<file path="config.mk">
export PLATFORM = sky130hd
export DESIGN_NAME = add_serial_sched
export DESIGN_NICKNAME = d
export VERILOG_FILES = /design/src/rtl/add_serial_pkg.sv /design/src/rtl/add_serial_core.sv /design/src/rtl/add_serial_sched.sv
export SDC_FILE = /design/constraint.sdc
export NUM_CORES = 1
export LEC_CHECK = 0
export BUFFER_PORTS_ARGS = -buffer_cell sky130_fd_sc_hd__clkbuf_2
export CAP_MARGIN = 20
export CORE_ASPECT_RATIO = 2
export CORE_MARGIN = 3
export CORE_UTILIZATION = 45
export DETAILED_ROUTE_END_ITERATION = 12
export PLACE_DENSITY = 0.73
export SLEW_MARGIN = 20
export SYNTH_ARGS = -nofsm -noshare
export SYNTH_HDL_FRONTEND = slang
export SYNTH_SLANG_ARGS = --single-unit
</file>
<file path="constraint.sdc">
create_clock -name clk -period 4.33 [get_ports clk]
set_input_delay 0.433 -clock clk [delete_from_list [all_inputs] [get_ports clk]]
set_output_delay 0.433 -clock clk [all_outputs]
set_load 0.01 [all_outputs]
</file>
<file path="src/rtl/add_serial_pkg.sv">
// Shared types and defaults for the round-robin scheduler around the bit-serial adder.
package add_serial_pkg;

  localparam int DEF_N_REQ = 4;
  localparam int DEF_WIDTH = 8;

  typedef enum logic [1:0] {
    IDLE = 2'd0,
    LOAD = 2'd1,
    ADD  = 2'd2,
    DONE = 2'd3
  } state_e;

  // Carry of a full adder: majority of the three inputs.
  function automatic logic maj3(input logic x, input logic y, input logic z);
    return (x & y) | (x & z) | (y & z);
  endfunction

endpackage

</file>
<file path="src/rtl/add_serial_core.sv">
// Bit-serial adder datapath: operand shift registers, carry, bit counter, result shift register.
module add_serial_core
  import add_serial_pkg::*;
#(
  parameter int WIDTH = DEF_WIDTH
) (
  input  logic             clk,
  input  logic             rst,
  input  logic             load,
  input  logic             step,
  input  logic [WIDTH-1:0] a,
  input  logic [WIDTH-1:0] b,
  output logic             last,
  output logic [WIDTH-1:0] sum,
  output logic             cout
);

  localparam int CNT_W = $clog2(WIDTH);

  logic [WIDTH-1:0] a_r;
  logic [WIDTH-1:0] b_r;
  logic [WIDTH-1:0] res_r;
  logic             carry_r;
  logic [CNT_W-1:0] cnt_r;
  logic             sum_bit_s;

  // sum/cout include the bit computed this cycle, so on the final step they are the complete result.
  assign sum_bit_s = a_r[0] ^ b_r[0] ^ carry_r;
  assign sum       = {sum_bit_s, res_r[WIDTH-1:1]};
  assign cout      = maj3(a_r[0], b_r[0], carry_r);
  assign last      = (cnt_r == CNT_W'(WIDTH - 1));

  // Operand capture on load, one LSB-first add step per step cycle.
  always_ff @(posedge clk or negedge rst) begin
    if (!rst) begin
      a_r     <= {WIDTH{1'b0}};
      b_r     <= {WIDTH{1'b0}};
      res_r   <= {WIDTH{1'b0}};
      carry_r <= 1'b0;
      cnt_r   <= {CNT_W{1'b0}};
    end else if (load) begin
      a_r     <= a;
      b_r     <= b;
      res_r   <= {WIDTH{1'b0}};
      carry_r <= 1'b0;
      cnt_r   <= {CNT_W{1'b0}};
    end else if (step) begin
      a_r     <= a_r >> 1;
      b_r     <= b_r >> 1;
      res_r   <= sum;
      carry_r <= cout;
      cnt_r   <= cnt_r + CNT_W'(1);
    end
  end

endmodule

</file>
<file path="src/rtl/add_serial_sched.sv">
// Round-robin scheduler sharing one bit-serial adder between N_REQ requesters.
module add_serial_sched
  import add_serial_pkg::*;
#(
  parameter int N_REQ = DEF_N_REQ,
  parameter int WIDTH = DEF_WIDTH,
  parameter int ID_W  = $clog2(N_REQ)
) (
  input  logic                   clk,
  input  logic                   rst,
  input  logic [N_REQ-1:0]       req,
  input  logic [N_REQ*WIDTH-1:0] a_in,
  input  logic [N_REQ*WIDTH-1:0] b_in,
  output logic [N_REQ-1:0]       gnt,
  output logic                   busy,
  output logic                   done,
  output logic [ID_W-1:0]        done_id,
  output logic [WIDTH-1:0]       sum,
  output logic                   cout
);

  state_e             state_r;
  state_e             next_s;
  logic [ID_W-1:0]    ptr_r;
  logic [ID_W-1:0]    win_r;
  logic [ID_W-1:0]    win_s;
  logic [ID_W-1:0]    idx_s;
  logic               found_s;
  logic               hit_s;
  logic               load_s;
  logic               step_s;
  logic               last_s;
  logic [WIDTH-1:0]   core_sum_s;
  logic               core_cout_s;
  logic [WIDTH-1:0]   a_sel_s;
  logic [WIDTH-1:0]   b_sel_s;
  logic [N_REQ-1:0]   gnt_r;
  logic               busy_r;
  logic               done_r;
  logic [ID_W-1:0]    done_id_r;
  logic [WIDTH-1:0]   sum_r;
  logic               cout_r;

  // Rotating-priority search: first pending request at or after ptr_r.
  always_comb begin
    win_s   = {ID_W{1'b0}};
    idx_s   = {ID_W{1'b0}};
    found_s = 1'b0;
    hit_s   = 1'b0;
    for (int k = 0; k < N_REQ; k++) begin
      idx_s   = ID_W'((int'(ptr_r) + k) % N_REQ);
      hit_s   = !found_s && req[idx_s];
      win_s   = hit_s ? idx_s : win_s;
      found_s = found_s | hit_s;
    end
  end

  assign a_sel_s = a_in[win_s*WIDTH +: WIDTH];
  assign b_sel_s = b_in[win_s*WIDTH +: WIDTH];

  add_serial_core #(.WIDTH(WIDTH)) u_core (
    .clk  (clk),
    .rst  (rst),
    .load (load_s),
    .step (step_s),
    .a    (a_sel_s),
    .b    (b_sel_s),
    .last (last_s),
    .sum  (core_sum_s),
    .cout (core_cout_s)
  );

  // Next-state and core controls; operands are captured while still in IDLE.
  always_comb begin
    next_s = state_r;
    load_s = 1'b0;
    step_s = 1'b0;
    case (state_r)
      IDLE: begin
        if (found_s) begin
          next_s = LOAD;
          load_s = 1'b1;
        end else begin
          next_s = IDLE;
        end
      end
      LOAD: next_s = ADD;
      ADD: begin
        step_s = 1'b1;
        if (last_s) begin
          next_s = DONE;
        end else begin
          next_s = ADD;
        end
      end
      DONE:    next_s = IDLE;
      default: next_s = IDLE;
    endcase
  end

  // State, arbitration pointer and registered outputs.
  always_ff @(posedge clk or negedge rst) begin
    if (!rst) begin
      state_r   <= IDLE;
      ptr_r     <= {ID_W{1'b0}};
      win_r     <= {ID_W{1'b0}};
      gnt_r     <= {N_REQ{1'b0}};
      busy_r    <= 1'b0;
      done_r    <= 1'b0;
      done_id_r <= {ID_W{1'b0}};
      sum_r     <= {WIDTH{1'b0}};
      cout_r    <= 1'b0;
    end else begin
      state_r <= next_s;
      busy_r  <= (next_s != IDLE);
      gnt_r   <= load_s ? (N_REQ'(1'b1) << win_s) : {N_REQ{1'b0}};
      done_r  <= (state_r == ADD) && last_s;
      if (load_s) begin
        win_r <= win_s;
      end
      if ((state_r == ADD) && last_s) begin
        sum_r     <= core_sum_s;
        cout_r    <= core_cout_s;
        done_id_r <= win_r;
      end
      if (state_r == DONE) begin
        ptr_r <= (win_r == ID_W'(N_REQ - 1)) ? {ID_W{1'b0}} : win_r + ID_W'(1);
      end
    end
  end

  assign gnt     = gnt_r;
  assign busy    = busy_r;
  assign done    = done_r;
  assign done_id = done_id_r;
  assign sum     = sum_r;
  assign cout    = cout_r;

endmodule

</file>
==> results of run 1 <==
cell usage after synthesis:
master and n:
inv_2 1, nand2b_1 1, or3_1 1, buf_6 3, a211oi_1 7, fa_1 1, o21ai_0 4, and2_1 1
mux2i_1 42, a221oi_1 7, mux2_2 19, inv_1 5, and3_1 2, buf_2 3, a21oi_1 2, or2_2 1
nand3b_1 2, o21bai_1 1, ha_1 6, nor2_1 14, nand2_1 13, dfrtp_1 50, buf_1 3, a221o_1 2
xnor2_1 1, nor3_1 4, o31ai_2 1, o41a_1 1, o221ai_1 9, o41ai_1 1, clkbuf_1 3, a21boi_0 7
sequential cells by signal, summed over array words and instances (netlist names):
signal and flops:
cout 1, done 1, u_core.a_r 8, ptr_r 2
sum 8, state_r 2, win_r 2, done_id 2
u_core.carry_r 1, u_core.b_r 8, gnt 4, busy 1
u_core.cnt_r 3, u_core.res_r 7
final timing paths:
kind,start,end
max reg2reg,state_r[0],u_core.b_r[1]
min in group clk,b_in[10],u_core.b_r[2]
max,state_r[0],u_core.b_r[1]
max in group asynchronous,rst,sum[2]
min,rst,sum[5]
min reg2reg,sum[5],sum[5]
per-layer routing:
| layer | wire length, um | vias to the layer above | track usage | share of wire |
|---|---|---|---|---|
| met1 | 1950 | 981 | 0.184 | 0.35 |
| met2 | 3250 | 60 | 0.337 | 0.58 |
| met3 | 257 | 9 | 0.0251 | 0.046 |
| met4 | 112 | 0 | 0.0710 | 0.020 |
| li1 | - | 974 | - | - |
| met5 | 0 | - | 0 | 0 |
through the flow:
stage,hold WS [ns],setup WS [ns],instance area (um^2)
3_3_place_gp,0.489,1.93,3060
2_1_floorplan,0.137,2.59,2590
4_1_cts,0.255,2.04,3170
5_1_grt,0.283,1.86,3170
3_5_place_dp,0.493,1.87,3070
6_report,0.223,2.07,3170
kinds of logic after synthesis:
logic type / count (synthesis)
multiplexers: 61
flip-flops: 50
buffers and inverters: 18
AO/OA/AOI/OAI: 42
XOR/XNOR: 1
AND/OR/NAND/NOR: 39
adder cells (fa/ha/maj): 7
area by class of cell:
type                    instances  area share
inverters                       6     0.00710
repair buffers                 90       0.145
clock buffers                   7      0.0241
well taps                      60      0.0237
clock inverters                 1     0.00947
flip-flops and latches         50       0.394
multi-input cells             150       0.396
where the power goes:
part           total [mW]  switching (mW)  internal (mW)  leakage (nW)
combinational       0.948           0.492          0.456         0.959
clock               0.315           0.142          0.173        0.0524
sequential          0.740          0.0982          0.642         0.609
==> out/results.ini, run 1 <==
[status]
status = finished clean

[worst_setup_path]
end_kind = flop
crit_path_max_fanout = 15
critPathMaxStageDelay_ns = 0.57
cpMaxStageDelayCell = o41a_1
regToRegSetupSlack_ns = 2.07
cp.depth = 7
critical_path.top_delay_family = compound AO/OA/AOI/OAI gates
startpoint_type = flop
worstRegToRegCells = 7
critPathBufInv = 2
cp.required_ns = 4.48
cp_data_arrival_time_ns = 2.41
crit_type = flop to flop
crit_chain = inv_1 > ha_1 > o41a_1 > o31ai_2 > buf_4 > a211oi_1 > a221oi_1

[floorplanning]
fp.dieW_um = 59.7
io_pins = 87
row_count = 38
die_area_mm2 = 0.00676
coreArea_mm2 = 0.00552
die_h_um = 113
initial_core_util = 0.470

[drt]
dr_total_vias = 2024
ant_nets = 0
dr.pass1.iters = 3
drc = 0
vias_per_cell = 5.56
drt-wirelength-per-cell_um = 15.3
initialDrtViolationCount = 41
wirelength_um = 5570

[final_layout]
final_cell_count_no_fill = 364
final_util = 0.575
multiInputGateArea_mm2 = 0.00126
final_cell_mix = 86 x clkbuf_2, 50 x dfrtp_1, 42 x mux2i_1
drive_above_1_share = 0.395
seq_area_mm2 = 0.00125
fill_cells = 498
syn2layout_area_growth_pct = 22.3
final_nets = 380
diodes = 0
layout_commonest_cell = clkbuf_2

[synth]
yosys-top-cells-area = dfrtp_1 48%, mux2i_1 16%, mux2_2 8.3%
yosys_warnings = 0
synth_seq_cells = 50
synth_top_family_by_area = multiplexers
synthCells = 218
synth-compound-area-share = 0.129
synth_nets = 295
avgSynthCellArea_um2 = 11.9
synthSimpleGateAreaFrac = 0.0671
synth_fa_ha_area_frac = 0.0367
synth_top_area_frac = 0.483
muxShareOfSynthArea = 0.245
synth-xor-area-share = 0.00338
ys_types = 32
synth_top_cell_by_area = dfrtp_1
seq_area_frac_synth = 0.483
netlist_area_mm2 = 0.00259

[placed_design]
portBuffers = 86
dp.cells = 356
place.gp.congestion = 0.809
dp_hpwl_um = 4280

[timing]
worst_slew_pin_slew_ns = 0.909
drv_slew = 0
final_period_minus_worst_setup_slack_ns = 2.26
rsz0062_at_grt = no
relSlewSlack = 0.394
tns_ns = 0
setup_viol = 0
fin_crit_sh = 0.521
hold_viol = 0
clock_skew_ns = 0.00687
clock.fmax_mhz = 443

[power_and_ir_drop]
p_total_mw = 2.00
irDropWorstVdd_v = 0.000400
p_leak_nw = 1.62
p_per_area_mw_per_mm2 = 632

[grt]
grt_pass1_wl_um = 9340
gr-total-overflow = 0
grt_max_degree = 51
grt.total_usage = 0.178
first_global_vias = 2186
grt_antenna_before_repair = 0

[clocking]
cts_setup_buffers = 0
hold_buffers = 0
cts_tree = done
htree_levels = 2
insertion_delay_ns = 0.29
clkTransAtPathRegs_ns = 0.08
cts_resized = 0
clock-root-buffer = clkbuf_8
clock_path_buffers = 2
cts_buffers = 5
clock-sinks = 50

[flow_run]
cap_violations = 0

[min_path]
hold_class = primary input to async pin

Note: power is estimated with default switching activity, not from simulation.
==> inputs of run 2 (changes only) <==
PLACE_DENSITY = 0.75   (was 0.73)
clock period = 2 ns   (was 4.33 ns; I/O delays follow)
==> run 2 against run 1 <==
First-iteration DRC count up 29%. Worst setup slack worse by 1.9 ns. Clock power rose by 130%. Clock skew is 0.0023 ns lower. Worst hold slack got worse by 0.011 ns. Sequential power is 120% higher. Via count up 0.99%. Critical path depth down 2. Combinational power increased by 120%. Clock-buffer cell count decreased by 2. Wire length up 1.7%. Global-route usage about the same. Largest cell class unchanged. Largest power group unchanged. Highest routed layer unchanged.
==> out/results.ini, run 2 (synthesis gave the netlist of run 1 again) <==
[status]
status = finished clean  ; unchanged

[worst_setup_path]
startpoint_type = flop  ; unchanged
end_kind = flop  ; unchanged
r2r-start = ptr_r[1]  ; was state_r[0]
worstRegToRegCells = 5  ; was 7
regToRegSetupSlack_ns = 0.18  ; was 2.07 ns
crit_path_max_fanout = 7  ; was 15
worstReg2RegEnd = u_core.a_r[2]  ; was u_core.b_r[1]
crit_type = flop to flop  ; unchanged
cp_data_arrival_time_ns = 1.98  ; was 2.41 ns
cp.required_ns = 2.16  ; was 4.48 ns

[timing]
worst_slew_pin_slew_ns = 0.593  ; was 0.909 ns
holdWs_ns = 0.212  ; was 0.223 ns
final_period_minus_worst_setup_slack_ns = 1.82  ; was 2.26 ns
rsz0062_at_grt = no  ; unchanged
setup_viol = 0  ; unchanged
relSlewSlack = 0.605  ; was 0.394
tns_ns = 0  ; unchanged
clock_skew_ns = 0.00456  ; was 0.00687 ns
fin_crit_sh = 0.911  ; was 0.521
clock.fmax_mhz = 549  ; was 443 MHz
drv_slew = 0  ; unchanged
hold_viol = 0  ; unchanged

[placed_design]
place.gp.congestion = 0.836  ; was 0.809
portBuffers = 86  ; unchanged
dp.cells = 363  ; was 356
dp_hpwl_um = 4500  ; was 4280 um
place_area_mm2 = 0.00313  ; was 0.00307 mm^2

[floorplanning]
io_pins = 87  ; unchanged
coreArea_mm2 = 0.00552  ; unchanged
die_area_mm2 = 0.00676  ; unchanged
die_h_um = 113  ; unchanged
row_count = 38  ; unchanged
initial_core_util = 0.470  ; unchanged
fp.dieW_um = 59.7  ; unchanged

[grt]
gr-total-overflow = 0  ; unchanged
grt_max_degree = 38  ; was 51
grt_antenna_before_repair = 0  ; unchanged
grt_pass1_wl_um = 9360  ; was 9340 um
grt.total_usage = 0.178  ; about the same
first_global_vias = 2179  ; was 2186

[drt]
wirelength_um = 5660  ; was 5570 um
dr.pass1.iters = 4  ; was 3
dr_total_vias = 2044  ; was 2024
ant_nets = 0  ; unchanged
drt-wirelength-per-cell_um = 15.2  ; was 15.3 um
initialDrtViolationCount = 53  ; was 41
drc = 0  ; unchanged
vias_per_cell = 5.49  ; was 5.56

[clocking]
clock-sinks = 50  ; unchanged
cts_buffers = 5  ; unchanged
insertion_delay_ns = 0.30  ; was 0.29 ns
clkTransAtPathRegs_ns = 0.09  ; was 0.08 ns
clock_path_buffers = 2  ; unchanged
cts_setup_buffers = 0  ; unchanged
cts_tree = done  ; unchanged
clock-root-buffer = clkbuf_8  ; unchanged
htree_levels = 2  ; unchanged

[power_and_ir_drop]
p_leak_nw = 1.66  ; was 1.62 nW
p_total_mw = 4.45  ; was 2.00 mW
p_per_area_mw_per_mm2 = 1370  ; was 632 mW/mm^2
irDropWorstVdd_v = 0.000913  ; was 0.000400 V

[min_path]
holdPathStages = 3
hold_class = primary input to flop  ; was primary input to async pin
min-delay-start = b_in[31]
hold-path-endpoint = u_core.b_r[7]

[final_layout]
diodes = 0  ; unchanged
syn2layout_area_growth_pct = 25.6  ; was 22.3%
final_nets = 388  ; was 380
final_cell_count_no_fill = 372  ; was 364
design_area_mm2 = 0.00326  ; was 0.00317 mm^2
drive_above_1_share = 0.413  ; was 0.395
layout_commonest_cell = clkbuf_2  ; unchanged
final_cell_mix = 86 x clkbuf_2, 50 x dfrtp_1, 42 x mux2i_1  ; unchanged

[flow_run]
cap_violations = 0  ; unchanged

-- run 2: timing repair --
action,CTS,global route
hold buffers,1,0
endpoints found under the hold margin,21,0
gates resized for setup,1,0
endpoints found under the setup margin,16,0
-- run 2: power breakdown --
group / internal, mW / switching, mW / total [mW]
logic: 1.06 / 1.07 / 2.13
clock network: 0.372 / 0.337 / 0.709
registers: 1.39 / 0.221 / 1.61
-- run 2: worst max path at each step --
stage / start / end / slack (ns) / cells past startpoint
after global routing: ptr_r[1] / u_core.a_r[2] / 0.03 / 5
final: ptr_r[1] / u_core.a_r[2] / 0.18 / 5
after CTS: state_r[0] / u_core.b_r[4] / 0.16 / 7
after detailed placement: ptr_r[1] / u_core.a_r[2] / -0.06 / 5
after global placement: ptr_r[1] / u_core.a_r[2] / -0.05 / 5
after floorplan: ptr_r[1] / u_core.b_r[4] / 0.26 / 7
-- run 2: worst max-delay path, cell delays in order, from the launching register on --
cell and delay, ns:
dfrtp_1 0.44, a21oi_1 0.15, nor3_1 0.09, or3_1 0.42
nor2_1 0.42, a221oi_1 0.16
-- run 2: cell type report --
type	count	area, um^2
sequential	50	1250
clock inverter	3	45.0
multi-input combinational	150	1260
timing repair buffer	98	536
tap	60	75.1
clock buffer	5	68.8
fill	488	2260
inverter	6	22.5
-- run 2: through the flow --
step / util / setup slack (ns)
2_1_floorplan: - / 0.256
6_report: 0.590 / 0.177
5_1_grt: 0.590 / 0.0279
3_3_place_gp: 0.568 / -0.0464
3_5_place_dp: 0.568 / -0.0619
4_1_cts: 0.590 / 0.158
-- run 2: metal layers --
| layer | routed length (um) | up-vias | GRT usage |
|---|---|---|---|
| met3 | 237 | 5 | 0.0308 |
| met2 | 3430 | 50 | 0.348 |
| met5 | 0 | - | 0 |
| met1 | 1920 | 999 | 0.175 |
| met4 | 79 | 0 | 0.0607 |
| li1 | - | 990 | - |
==> inputs of run 3 (changes only) <==
CTS_CLUSTER_SIZE = 8   (was default)
PLACE_DENSITY = 0.74   (was 0.75)
SYNTH_HIERARCHICAL = 1   (was default)
==> run 3 against run 2 <==
Worst setup slack gained 0.017 ns. Clock-buffer cell count increased by 1. Final cell count grew 5.4%. Register-to-register slack improved by 0.02 ns. Area after synthesis up 7.8%. Wire length is 4.7% lower. Cell area grew 5.1%. Highest routed layer unchanged.
==> out/results.ini, run 3 <==
[status]
status = finished clean  ; unchanged

[min_path]
holdPathStages = 5  ; was 3
hold_class = primary input to flop  ; unchanged
hold-path-endpoint = u_core/b_r[3]  ; was u_core.b_r[7]
min-delay-start = b_in[3]  ; was b_in[31]

[synth]
synth_top_area_frac = 0.448  ; was 0.483
seq_area_frac_synth = 0.448  ; was 0.483
synthCells = 240  ; was 218
synth_most_common_cell = mux2i_1  ; was dfrtp_1
yosys-top-cells-area = dfrtp_1 45%, mux2i_1 26%, mux2_2 4.8%  ; was dfrtp_1 48%, mux2i_1 16%, mux2_2 8.3%
ys.flop_type = dfrtp_1  ; unchanged
synth_commonest_cells = 74 x mux2i_1, 50 x dfrtp_1, 23 x nand2_1  ; was 50 x dfrtp_1, 42 x mux2i_1, 19 x mux2_2
synth_nets = 318  ; was 295
synth_top_cell_by_area = dfrtp_1  ; unchanged
yosys_warnings = 6  ; was 0
ys_types = 29  ; was 32
synth_seq_cells = 50  ; unchanged
netlist_area_mm2 = 0.00280  ; was 0.00259 mm^2
synth_edf_count = 0  ; unchanged
avgSynthCellArea_um2 = 11.6  ; was 11.9 um^2
async_reset_ff_frac = 1.00  ; unchanged

[power_and_ir_drop]
p_total_mw = 4.66  ; was 4.45 mW
internal-power_mw = 3.02  ; was 2.82 mW
p_clk_frac = 0.206  ; was 0.159
comb_power_share = 0.446  ; was 0.479
p_sw_frac = 0.352  ; was 0.365
p_switching_mw = 1.64  ; was 1.63 mW
irDropWorstVdd_v = 0.000607  ; was 0.000913 V
p_per_area_mw_per_mm2 = 1360  ; was 1370 mW/mm^2
p_leak_nw = 1.76  ; was 1.66 nW
power_frac_seq = 0.348  ; was 0.362

[timing]
setup_viol = 0  ; unchanged
relSlewSlack = 0.568  ; was 0.605
final_period_minus_worst_setup_slack_ns = 1.81  ; was 1.82 ns
fin_crit_sh = 0.903  ; was 0.911
hold_viol = 0  ; unchanged
tns_ns = 0  ; unchanged
worst_slew_pin_slew_ns = 0.648  ; was 0.593 ns
clock.fmax_mhz = 554  ; was 549 MHz
clock_skew_ns = 0.00243  ; was 0.00456 ns
drv_slew = 0  ; unchanged
rsz0062_at_grt = no  ; unchanged

[worst_setup_path]
cp_common_cell = mux2i_1
worstRegToRegCells = 8  ; was 5
critical_path.top_delay_family = compound AO/OA/AOI/OAI gates  ; was simple AND/OR/NAND/NOR gates
crit_path_max_fanout = 22  ; was 7
r2r-start = ptr_r[1]  ; unchanged
regToRegSetupSlack_ns = 0.19  ; was 0.18 ns
cpMaxStageDelayCell = dfrtp_1  ; unchanged
startpoint_type = flop  ; unchanged
critPathBufInv = 1  ; was 0
crit_type = flop to flop  ; unchanged
worstReg2RegEnd = u_core/a_r[5]  ; was u_core.a_r[2]
end_kind = flop  ; unchanged
critPathMaxStageDelay_ns = 0.46  ; was 0.44 ns
cp_data_arrival_time_ns = 1.98  ; about the same
crit_chain = a21oi_2 > o21ai_2 > o2bb2a_4 > buf_12 > mux2i_1 > mux2i_1 > nand2_1 > o21ai_1  ; was a21oi_1 > nor3_1 > or3_1 > nor2_1 > a221oi_1
cp.required_ns = 2.17  ; was 2.16 ns

[floorplanning]
die_h_um = 117  ; was 113 um
row_count = 40  ; was 38
initial_core_util = 0.465  ; was 0.470
fp.dieW_um = 61.7  ; was 59.7 um
die_area_mm2 = 0.00725  ; was 0.00676 mm^2
coreArea_mm2 = 0.00601  ; was 0.00552 mm^2
io_pins = 87  ; unchanged

[grt]
grt_pass1_wl_um = 9150  ; was 9360 um
grt.total_usage = 0.166  ; was 0.178
grt_max_degree = 27  ; was 38
grt_antenna_before_repair = 0  ; unchanged
first_global_vias = 2117  ; was 2179
gr-total-overflow = 0  ; unchanged
busiest_layer = met2  ; unchanged
grt_util_met3 = 0.0329  ; was 0.0308
met1_usage = 0.178  ; was 0.175
grt_use_met2 = 0.286  ; was 0.348

[final_layout]
fill_cells = 548  ; was 488
diodes = 0  ; unchanged
multiInputGateArea_mm2 = 0.00136  ; was 0.00126 mm^2
layout_commonest_cell = clkbuf_2  ; unchanged
syn2layout_area_growth_pct = 22.4  ; was 25.6%
final_cell_mix = 86 x clkbuf_2, 74 x mux2i_1, 50 x dfrtp_1  ; was 86 x clkbuf_2, 50 x dfrtp_1, 42 x mux2i_1
design_area_mm2 = 0.00342  ; was 0.00326 mm^2
final_nets = 407  ; was 388
seq_area_mm2 = 0.00125  ; unchanged
drive_above_1_share = 0.374  ; was 0.413

[clocking]
clkTransAtPathRegs_ns = 0.06  ; was 0.09 ns
htree_levels = 2  ; unchanged
cts_buffers = 5  ; unchanged
insertion_delay_ns = 0.29  ; was 0.30 ns
clock-root-buffer = clkbuf_16  ; was clkbuf_8
cts_tree = done  ; unchanged
clock-sinks = 50  ; unchanged
clock_path_buffers = 2  ; unchanged

[placed_design]
place_area_mm2 = 0.00324  ; was 0.00313 mm^2
portBuffers = 86  ; unchanged
place.gp.congestion = 0.725  ; was 0.836
dp_hpwl_um = 4290  ; was 4500 um

[drt]
vias_per_cell = 5.07  ; was 5.49
drt-wirelength-per-cell_um = 13.8  ; was 15.2 um
dr_total_vias = 1987  ; was 2044
dr.pass1.iters = 4  ; unchanged
drc = 0  ; unchanged
initialDrtViolationCount = 40  ; was 53
ant_nets = 0  ; unchanged
wirelength_um = 5400  ; was 5660 um

[flow_run]
cap_violations = 0  ; unchanged

## run 3: cell count changes in the layout (fill, tap and decap cells not counted), moves of 3 or more
cell	previous run	this run
o21ai_1	0	8
a211oi_1	7	0
a21boi_0	7	0
nand2b_1	1	4
a221oi_1	7	0
clkbuf_16	0	5
clkbuf_8	5	1
mux2i_1	42	74
nand2_1	13	23
nor3_1	4	0
o21ai_0	4	11
mux2_2	19	12
o221ai_1	9	0
## run 3: how the worst max path moves through the flow
stage                    start            end  slack, ns  depth (start not counted)
2_1_floorplan  u_core/cnt_r[0]           cout       0.33                          5
3_3_place_gp          ptr_r[1]  u_core/a_r[5]       0.25                          8
3_5_place_dp          ptr_r[1]  u_core/a_r[5]       0.20                          8
4_1_cts               ptr_r[1]  u_core/a_r[5]       0.18                          8
5_1_grt               ptr_r[1]  u_core/a_r[5]       0.05                          8
6_report              ptr_r[1]  u_core/a_r[5]       0.19                          8
## run 3: logic make-up after synthesis
kind of cell             after synthesis  synth area share
adder cells (fa/ha/maj)                8            0.0385
buffers and inverters                 22            0.0680
flip-flops                            50             0.448
AND/OR/NAND/NOR                       47            0.0721
XOR/XNOR                               1           0.00313
multiplexers                          86             0.313
AO/OA/AOI/OAI                         26            0.0573
## run 3: final cells by class
cell class	count	share of cell area
clock inverter	1	0.00878
multi-input combinational	168	0.396
clock buffer	6	0.0406
tap	63	0.0230
sequential	50	0.366
inverter	7	0.00768
timing repair buffer	97	0.158
## run 3: layer usage
metal | vias to the layer above | share of wire
met5 | - | 0
met1 | 901 | 0.36
met2 | 67 | 0.55
met3 | 11 | 0.054
li1 | 1008 | -
met4 | 0 | 0.035
## run 3: repair_timing
action | 4_1_cts | 5_1_grt
gates resized for setup | 0 | 0
setup buffers | 0 | 0
hold buffers | 1 | 0
endpoints found under the hold margin | 24 | 0
## run 3: metrics by stage
stage	setup slack (ns)	util	cells	hold WS [ns]
finish	0.194	0.570	392	0.313
global route	0.0532	0.570	392	0.342
CTS	0.183	0.570	392	0.312
detailed placement	0.196	0.540	384	0.250
global placement	0.252	0.540	384	0.245
floorplan	0.329	-	240	-0.0956
## run 3: worst min-delay path, stage by stage
cell and delay [ns]:
clkbuf_2 0.07, mux2i_1 0.05, mux2i_1 0.12, nand2_1 0.06
o21ai_0 0.06
## run 3: power groups by stage
stage / sequential (mW) / clock, mW / combinational, mW
after floorplan: 1.63 / 0 / 1.78
after global placement: 1.63 / 0 / 2.03
after detailed placement: 1.65 / 0 / 2.10
after CTS: 1.63 / 0.987 / 2.11
after global routing: 1.67 / 1.02 / 2.32
final: 1.62 / 0.958 / 2.08
